### src/rtl/lcd_nibble_tx.sv
// lcd_nibble_tx
//   Sends one 10-bit LCD word {RS, RW, byte[7:0]} over a 4-bit HD44780-style
//   bus as two nibbles (upper first). Each nibble is framed by setup / enable
//   pulse / hold phases. A gap separates the nibbles and an execution wait
//   follows the byte. A one-cycle done pulse ends every accepted transfer.
//
//   Optional build macro: LCD_CLEAR_WAIT_EN
//     When defined, a command byte 8'h01 (clear) or 8'h02 (home) with RS=0
//     uses the long T_CLEAR execution wait instead of T_WAIT.
//
// Ports
//   clk              single clock (50 MHz)
//   reset            synchronous, active-high
//   data[9:0]        {RS, RW, byte}; latched when a transfer is accepted
//   en               level-sensitive transfer request, sampled in IDLE
//   LCD_E            enable strobe, high only while a nibble pulse is active
//   LCD_RS, LCD_RW   latched RS/RW from the upper-nibble setup to the
//                    lower-nibble hold, 0 otherwise
//   SF_D11..SF_D8    4-bit data bus, SF_D11 is the MSB
//   done             one-cycle pulse at the end of a transfer
module lcd_nibble_tx #(
  parameter int T_SETUP = 2,
  parameter int T_PULSE = 12,
  parameter int T_HOLD  = 1,
  parameter int T_GAP   = 50,
  parameter int T_WAIT  = 2000,
  parameter int T_CLEAR = 82000
) (
  input  logic       clk,
  input  logic       reset,
  input  logic [9:0] data,
  input  logic       en,
  output logic       LCD_E,
  output logic       LCD_RS,
  output logic       LCD_RW,
  output logic       SF_D11,
  output logic       SF_D10,
  output logic       SF_D9,
  output logic       SF_D8,
  output logic       done
);

  // Counter must cover the longest phase; never narrower than 17 bits.
  localparam int T_MAX_A = (T_WAIT > T_CLEAR) ? T_WAIT : T_CLEAR;
  localparam int T_MAX   = (T_MAX_A > T_GAP) ? T_MAX_A : T_GAP;
  localparam int CNT_W   = ($clog2(T_MAX + 1) > 17) ? $clog2(T_MAX + 1) : 17;

  // Counter holds "cycles remaining minus one" for the current phase.
  localparam logic [CNT_W-1:0] SETUP_M1 = CNT_W'(T_SETUP - 1);
  localparam logic [CNT_W-1:0] PULSE_M1 = CNT_W'(T_PULSE - 1);
  localparam logic [CNT_W-1:0] HOLD_M1  = CNT_W'(T_HOLD - 1);
  localparam logic [CNT_W-1:0] GAP_M1   = CNT_W'(T_GAP - 1);
  localparam logic [CNT_W-1:0] WAIT_M1  = CNT_W'(T_WAIT - 1);

  typedef enum logic [3:0] {
    IDLE, HI_SETUP, HI_PULSE, HI_HOLD, GAP,
    LO_SETUP, LO_PULSE, LO_HOLD, WAIT, DONE
  } state_t;

  state_t           state_q, state_d;
  logic [CNT_W-1:0] cnt_q, cnt_d;
  logic [9:0]       latch_q, latch_d;
  logic [CNT_W-1:0] wait_m1;
  logic [3:0]       sf_q, sf_d;
  logic             e_d, rs_d, rw_d, done_d;

`ifdef LCD_CLEAR_WAIT_EN
  localparam logic [CNT_W-1:0] CLEAR_M1 = CNT_W'(T_CLEAR - 1);
  logic is_clear;
  // Clear and home commands need the long execution time.
  assign is_clear = !latch_q[9] && ((latch_q[7:0] == 8'h01) || (latch_q[7:0] == 8'h02));
  assign wait_m1  = is_clear ? CLEAR_M1 : WAIT_M1;
`else
  assign wait_m1  = WAIT_M1;
`endif

  // Next-state / counter / latch logic.
  always_comb begin
    state_d = state_q;
    cnt_d   = cnt_q;
    latch_d = latch_q;
    unique case (state_q)
      IDLE: begin
        if (en) begin
          latch_d = data;
          state_d = HI_SETUP;
          cnt_d   = SETUP_M1;
        end
      end
      DONE: begin
        state_d = IDLE;
        cnt_d   = '0;
      end
      default: begin
        if (cnt_q != '0) begin
          cnt_d = cnt_q - CNT_W'(1);
        end else begin
          case (state_q)
            HI_SETUP: begin state_d = HI_PULSE; cnt_d = PULSE_M1; end
            HI_PULSE: begin state_d = HI_HOLD;  cnt_d = HOLD_M1;  end
            HI_HOLD:  begin state_d = GAP;      cnt_d = GAP_M1;   end
            GAP:      begin state_d = LO_SETUP; cnt_d = SETUP_M1; end
            LO_SETUP: begin state_d = LO_PULSE; cnt_d = PULSE_M1; end
            LO_PULSE: begin state_d = LO_HOLD;  cnt_d = HOLD_M1;  end
            LO_HOLD:  begin state_d = WAIT;     cnt_d = wait_m1;  end
            WAIT:     begin state_d = DONE;     cnt_d = '0;       end
            default:  begin state_d = IDLE;     cnt_d = '0;       end
          endcase
        end
      end
    endcase
  end

  // Outputs are decoded from the next state so that, once registered, they
  // line up exactly with the state they describe.
  always_comb begin
    e_d    = (state_d == HI_PULSE) || (state_d == LO_PULSE);
    rs_d   = 1'b0;
    rw_d   = 1'b0;
    sf_d   = 4'h0;
    done_d = (state_d == DONE);
    case (state_d)
      HI_SETUP, HI_PULSE, HI_HOLD: begin
        rs_d = latch_d[9];
        rw_d = latch_d[8];
        sf_d = latch_d[7:4];
      end
      GAP: begin
        rs_d = latch_d[9];
        rw_d = latch_d[8];
      end
      LO_SETUP, LO_PULSE, LO_HOLD: begin
        rs_d = latch_d[9];
        rw_d = latch_d[8];
        sf_d = latch_d[3:0];
      end
      default: ;
    endcase
  end

  always_ff @(posedge clk) begin
    if (reset) begin
      state_q <= IDLE;
      cnt_q   <= '0;
      latch_q <= '0;
      LCD_E   <= 1'b0;
      LCD_RS  <= 1'b0;
      LCD_RW  <= 1'b0;
      sf_q    <= 4'h0;
      done    <= 1'b0;
    end else begin
      state_q <= state_d;
      cnt_q   <= cnt_d;
      latch_q <= latch_d;
      LCD_E   <= e_d;
      LCD_RS  <= rs_d;
      LCD_RW  <= rw_d;
      sf_q    <= sf_d;
      done    <= done_d;
    end
  end

  assign SF_D11 = sf_q[3];
  assign SF_D10 = sf_q[2];
  assign SF_D9  = sf_q[1];
  assign SF_D8  = sf_q[0];

endmodule

### config.mk
export PLATFORM = sky130hd
export DESIGN_NAME = lcd_nibble_tx
export DESIGN_NICKNAME = d
export VERILOG_FILES = /design/src/rtl/lcd_nibble_tx.sv
export SDC_FILE = /design/constraint.sdc
export NUM_CORES = 1
export LEC_CHECK = 0
export CAP_MARGIN = 20
export CORE_UTILIZATION = 50
export DETAILED_ROUTE_END_ITERATION = 10
export PLACE_DENSITY = 0.8
export SKIP_CTS_REPAIR_TIMING = 1
export SLEW_MARGIN = 20
export SYNTH_ARGS = -nofsm -noshare
export SYNTH_HDL_FRONTEND = slang
export SYNTH_SLANG_ARGS = --single-unit
export TNS_END_PERCENT = 1
### constraint.sdc
create_clock -name clk -period 3.7 [get_ports clk]
set_input_delay 0.555 -clock clk [delete_from_list [all_inputs] [get_ports clk]]
set_output_delay 0.555 -clock clk [all_outputs]
set_load 0.05 [all_outputs]
==> summary.md, run 1 <==
| Metric | Value |
|---|---|
| H-tree depth | 2 |
| Clock Tree Root | clkbuf_8 |
| Hold depth | 2 |
| P&R area growth vs syn | 12.80% |
| Hold crit path type | reg -> reg |
| DR vias | 2234 |
| Core area | 4755 um^2 |
| Number of max-cap violations | 0 |
| Grt ovf | 0 |
| Clock sink count | 47 |
| Met1 WL | 2.627 mm |
| R2r setup slk | 920 ps |
| CP Max Fanout | 15 |
| Critical path type | reg -> reg |
| Metal2 WL | 2.773 mm |
| Primary FF master, synth | dfxtp_1 |
| PortBufs | 20 |
| Die Span Y | 72.34 um |
| Reg-to-Reg Start | state_q[0]$_SDFF_PP0_ |
| Total Neg Setup Slack | 0 ps |
| Antenna diodes | 0 |
| Pwr dens | 998.1 nW/um^2 |
| Largest net degree at the start of global routing | 35 |
| Cell count after synthesis | 298 |
| Syn_area_per_cell | 8.301 um^2 |
| Leakage power | 1.037 nW |
| GRT Overall Usage | 22.96% |
| Row cnt | 25 |
| Status | finished, final reports clean |
| Most frequent cells in the layout | nand2_1 (50), dfxtp_1 (47), a21oi_1 (33), clkdlybuf4s50_1 (20), nor2_1 (16) |
| Number of warnings issued by yosys | 0 |
| Share of cells above drive strength 1 | 10.54% |
| CTS tree | built |
| Initial Util | 52.03% |
| Ports | 21 |
| DR WL/cell | 14.99 um |
| DRC | 0 |
| Most common cell after layout, fill and taps aside | nand2_1 |
| Final hold vios | 0 |
| DR top layer | met4 |
| Skew-Pair Late Insertion Delay | 310 ps |
| Max Clk Rate | 359.2 MHz |
| Core Util, Final | 58.68% |
| Max Transition Viols Final | 0 |
| Post-synth top area share | 38.04% |
| CTS buffer count | 5 |
| Synth area leader | dfxtp_1 |
| Crit path DAT | 2950 ps |
| DR iter-0 viols | 118 |
| Crit path time final | 2784 ps |
| Final setup fails | 0 |
| Mapped Nets | 319 |
| Sink of the worst hold path | latch_q[5]$_SDFF_PP0_ |
| Post-Syn Area | 2474 um^2 |
| Net count, final | 333 |
| Hold path startpoint | latch_q[5]$_SDFF_PP0_ |
| Global-route wire length before repair | 9.487 mm |
| Worst Tran Pin Value | 865.2 ps |
| DP HPWL | 4.075 mm |
| RSZ-0062 raised after global routing | no |
| DR pass1 iterations | 4 |
| Initial antenna violation count | 0 |
| Unique masters post-synth | 55 |
| Req. time, crit path | 3870 ps |
| Width of the die | 72.34 um |
| Final Skew | 13.42 ps |
| Sequential area share after synthesis | 38.04% |
| Final period utilization | 75.24% |
| WL final | 5.698 mm |
| Number of synthesized flops with an enable pin | 0 |
| Seq cells post-synth | 47 |
| Vias in the first global route | 2113 |
| Reg clk slew, reported paths | 100 ps |
| Antenna Nets Post-Route | 0 |
| Worst R2R Path Depth | 9 |
| Vias per cell | 5.879 |
| FFs w/ async S/R, synth | 0% |
| Top cells by area in the synthesized netlist | dfxtp_1 (38%), nand2_1 (7.6%), a21oi_1 (6.7%) |
| Routability cong. | 0.8522 |
| Die ar. | 5232 um^2 |
| CTS Buffer Depth | 2 |
| CP endpoint kind | flip-flop |
| Largest vdd supply drop | 461.0 uV |
| Slew margin rel. | 42.20% |
| Crit start category | flip-flop |
| WL met3 | 220 um |
| Design Power | 2.785 mW |
==> stage by stage <==
| step | hold WS [ps] | area, um^2 | setup slack, ps | cells |
|---|---|---|---|---|
| floorplan | 434.4 | 2474 | 1238 | 298 |
| global placement | 442.9 | 2696 | 902.2 | 372 |
| detailed placement | 450.7 | 2696 | 764.6 | 372 |
| CTS | 465.3 | 2790 | 936.0 | 380 |
| global route | 483.4 | 2790 | 607.4 | 380 |
| finish | 461.9 | 2790 | 916.3 | 380 |
==> per-layer routing <==
layer	GRT usage, %	vias up
met4	8.497	0
met1	28.14	1076
li1	-	1103
met5	0	-
met2	39.77	46
met3	4.444	9
==> Yosys cell counts, types with 2 or more instances <==
library cell	count
nor4_4	3
dfxtp_1	47
and2_1	3
o21ai_0	13
o22ai_1	2
and3b_1	2
a21oi_1	33
inv_1	15
nor2b_1	2
o31ai_1	2
clkbuf_1	10
or2_2	2
nor4_1	8
or3b_2	2
a211oi_1	5
nand2b_1	2
nand2_1	50
nor3_1	10
nand3_1	6
mux2_2	4
o32ai_1	2
a31oi_1	9
mux2i_1	4
buf_2	4
nand4_1	2
nor2_1	16
or4_1	2
ha_1	8
a311oi_1	2
buf_6	3
==> logic make-up after synthesis <==
family | after synthesis | synth area share [%]
AO/OA/AOI/OAI | 82 | 21.65
adder cells (fa/ha/maj) | 8 | 4.047
buffers and inverters | 32 | 5.969
flip-flops | 47 | 38.04
AND/OR/NAND/NOR | 119 | 26.15
XOR/XNOR | 2 | 0.7083
multiplexers | 8 | 3.439
==> worst max path at each step <==
stage                                startpoint   endpoint  slack, ps
after floorplan           cnt_q[0]$_SDFFE_PP0P_  flip-flop       1240
after global placement                       en  flip-flop        900
after detailed placement                     en  flip-flop        760
after CTS                 cnt_q[0]$_SDFFE_PP0P_  flip-flop        940
after global routing      state_q[0]$_SDFF_PP0_  flip-flop        610
final                     state_q[0]$_SDFF_PP0_  flip-flop        920
==> critical path, cell delays in order (launching register included) <==
cell and delay (ps):
dfxtp_1 570, nor4_1 120, buf_4 170, nand2_1 380
o31ai_2 230, o21ai_0 520, inv_1 170, ha_1 250
o21ai_0 100, o31ai_1 110
==> power breakdown <==
group / internal (mW) / total [mW] / switching (mW) / leakage, nW
sequential: 0.627 / 0.785 / 0.157 / 0.383
clock: 0.138 / 0.327 / 0.189 / 0.0452
combinational: 0.665 / 1.67 / 1.01 / 0.608
total: 1.43 / 2.78 / 1.35 / 1.04
==> area by class of cell <==
class | instances | area [um^2]
Sequential cell | 47 | 940.9
Tap cell | 67 | 83.83
Inverter | 15 | 56.30
Multi-Input combinational cell | 219 | 1385
Timing Repair Buffer | 24 | 230.2
Clock inverter | 3 | 25.02
Fill cell | 432 | 1964
Clock buffer | 5 | 68.82
Power figures use the tool's default switching activity.
==> run 2, diff against run 1 <==
==> constraint.sdc (replaced) <==
create_clock -name clk -period 2.9 [get_ports clk]
set_input_delay 0.435 -clock clk [delete_from_list [all_inputs] [get_ports clk]]
set_output_delay 0.435 -clock clk [all_outputs]
set_load 0.05 [all_outputs]
==> run 2 against run 1 <==
Compared with the run above:
- sequential power is 29% higher
- hold slack better by 1.4 ps
- sequential share of layout area is 0.54 points lower
- fmax is 4.1% higher
- largest cell class unchanged
- highest routed layer unchanged
==> summary.md, run 2 (synthesis results as in run 1) <==
| Metric | Value |
|---|---|
| Clock sink count | 47 (unchanged) |
| DR pass1 iterations | 6 (was 4) |
| Number of max-cap violations | 0 (unchanged) |
| Vias in the first global route | 2131 (was 2113) |
| Reg clk slew, reported paths | 100 ps (about the same) |
| Core Util, Final | 59.63% (was 58.68%) |
| CP endpoint kind | flip-flop (unchanged) |
| CTS buffer count | 5 (unchanged) |
| Clock Tree Root | clkbuf_8 (unchanged) |
| Share of cells above drive strength 1 | 12.23% (was 10.54%) |
| Crit start category | flip-flop (unchanged) |
| GRT Overall Usage | 24.38% (was 22.96%) |
| Core area | 4755 um^2 (unchanged) |
| Slew margin rel. | 45.43% (was 42.20%) |
| Metal2 WL | 2.883 mm (was 2.773 mm) |
| Vias per cell | 5.762 (was 5.879) |
| Global-route wire length before repair | 9.915 mm (was 9.487 mm) |
| DR WL/cell | 15.26 um (was 14.99 um) |
| Final period utilization | 92.23% (was 75.24%) |
| R2r setup slk | 230 ps (was 920 ps) |
| Design Power | 3.601 mW (was 2.785 mW) |
| CP Max Fanout | 19 (was 15) |
| H-tree depth | 2 (unchanged) |
| P&R area growth vs syn | 14.62% (was 12.80%) |
| Most common cell after layout, fill and taps aside | nand2_1 (unchanged) |
| Critical path type | reg -> reg (unchanged) |
| CTS Buffer Depth | 2 (unchanged) |
| CP Launch Point | cnt_q[1]$_SDFFE_PP0P_ (was state_q[0]$_SDFF_PP0_) |
| CTS tree | built (unchanged) |
| Max Transition Viols Final | 0 (unchanged) |
| Routability cong. | 0.8494 (was 0.8522) |
| Slowest-stage cell, CP | dfxtp_1 (unchanged) |
| Antenna Nets Post-Route | 0 (unchanged) |
| DR iter-0 viols | 128 (was 118) |
| Req. time, crit path | 3120 ps (was 3870 ps) |
| Hold WS | 463.3 ps (was 461.9 ps) |
| Worst R2R Path Depth | 11 (was 9) |
| Largest net degree at the start of global routing | 35 (unchanged) |
| Max Clk Rate | 373.9 MHz (was 359.2 MHz) |
| Row cnt | 25 (unchanged) |
| PortBufs | 20 (unchanged) |
| RSZ-0062 raised after global routing | no (unchanged) |
| Reg-to-Reg Start | cnt_q[1]$_SDFFE_PP0P_ (was state_q[0]$_SDFF_PP0_) |
| Status | finished, final reports clean (unchanged) |
| Most frequent cells in the layout | nand2_1 (50), dfxtp_1 (47), a21oi_1 (33), clkdlybuf4s50_1 (20), nor2_1 (16) (unchanged) |
| Hold crit path type | reg -> reg (unchanged) |
| Net count, final | 339 (was 333) |
| Antenna diodes | 0 (unchanged) |
| CP max stage delay | 360 ps (was 570 ps) |
| Largest vdd supply drop | 694.9 uV (was 461.0 uV) |
| Met1 WL | 2.609 mm (was 2.627 mm) |
| Worst-path cell chain | inv_1 > ha_1 > nor4b_2 > and4_1 > buf_4 > mux2i_1 > nand2_1 > inv_1 > ha_1 > o21ai_0 > o31ai_1 (was nor4_1 > buf_4 > nand2_1 > o31ai_2 > o21ai_0 > inv_1 > ha_1 > o21ai_0 > o31ai_1) |
| Die Span Y | 72.34 um (unchanged) |
| Pwr dens | 1270 nW/um^2 (was 998.1 nW/um^2) |
| Worst Tran Pin Value | 811.1 ps (was 865.2 ps) |
| Die ar. | 5232 um^2 (unchanged) |
| Total Neg Setup Slack | 0 ps (unchanged) |
| Ports | 21 (unchanged) |
| Final hold vios | 0 (unchanged) |
| Crit path time final | 2675 ps (was 2784 ps) |
| Initial antenna violation count | 0 (unchanged) |
| Final Skew | 13.26 ps (was 13.42 ps) |
| DR top layer | met4 (unchanged) |
| Initial Util | 52.03% (unchanged) |
| WL met3 | 237 um (was 220 um) |
| WL final | 5.889 mm (was 5.698 mm) |
| DRC | 0 (unchanged) |
| Grt ovf | 0 (unchanged) |
| DR vias | 2224 (was 2234) |
| Leakage power | 1.065 nW (was 1.037 nW) |
| DP HPWL | 4.162 mm (was 4.075 mm) |
| Width of the die | 72.34 um (unchanged) |
| Crit path DAT | 2900 ps (was 2950 ps) |
| Skew-Pair Late Insertion Delay | 320 ps (was 310 ps) |
| Final setup fails | 0 (unchanged) |
[run 2: per-stage QoR]
| stage | cell area, um^2 | worst slack (ps) | cells |
|---|---|---|---|
| 4_1_cts | 2835 | 240.2 | 386 |
| 3_3_place_gp | 2741 | 441.4 | 378 |
| 3_5_place_dp | 2741 | 277.9 | 378 |
| 6_report | 2835 | 225.3 | 386 |
| 5_1_grt | 2835 | 17.80 | 386 |
| 2_1_floorplan | 2474 | 437.6 | 298 |
[run 2: worst min-delay path by stage]
stage / start / endpoint / slack [ps] / cells after the start
floorplan: latch_q[8]$_SDFF_PP0_ / latch_q[8]$_SDFF_PP0_ / 430 / 2
global placement: latch_q[9]$_SDFF_PP0_ / latch_q[9]$_SDFF_PP0_ / 440 / 2
detailed placement: latch_q[2]$_SDFF_PP0_ / latch_q[2]$_SDFF_PP0_ / 450 / 2
CTS: latch_q[2]$_SDFF_PP0_ / latch_q[2]$_SDFF_PP0_ / 460 / 2
global route: latch_q[6]$_SDFF_PP0_ / latch_q[6]$_SDFF_PP0_ / 480 / 2
finish: latch_q[5]$_SDFF_PP0_ / latch_q[5]$_SDFF_PP0_ / 460 / 2
[run 2: per-layer routing]
layer	global-route usage, %	vias to the layer above
li1	-	1109
met1	29.58	1047
met2	40.91	53
met3	4.583	15
met4	12.85	0
met5	0	-
[run 2: area by class of cell]
type	instances	area, um^2
Clock buffer	5	68.82
Fill cell	441	1919
Tap cell	67	83.83
Multi-Input combinational cell	219	1385
Timing Repair Buffer	30	275.3
Sequential cell	47	940.9
Clock inverter	3	25.02
Inverter	15	56.30
[run 2: power breakdown]
part / switching [mW] / internal (mW) / leakage (nW)
logic: 1.30 / 0.884 / 0.638
clock network: 0.239 / 0.173 / 0.0443
registers: 0.206 / 0.801 / 0.383
total: 1.74 / 1.86 / 1.07
[run 2: critical path, delay by kind of cell (launching register included)]
kind	cells	cell delay, ps
AO/OA/AOI/OAI	2	220
adder cells (fa/ha/maj)	2	350
AND/OR/NAND/NOR	3	820
buffers and inverters	3	550
multiplexers	1	270
flip-flops	1	360
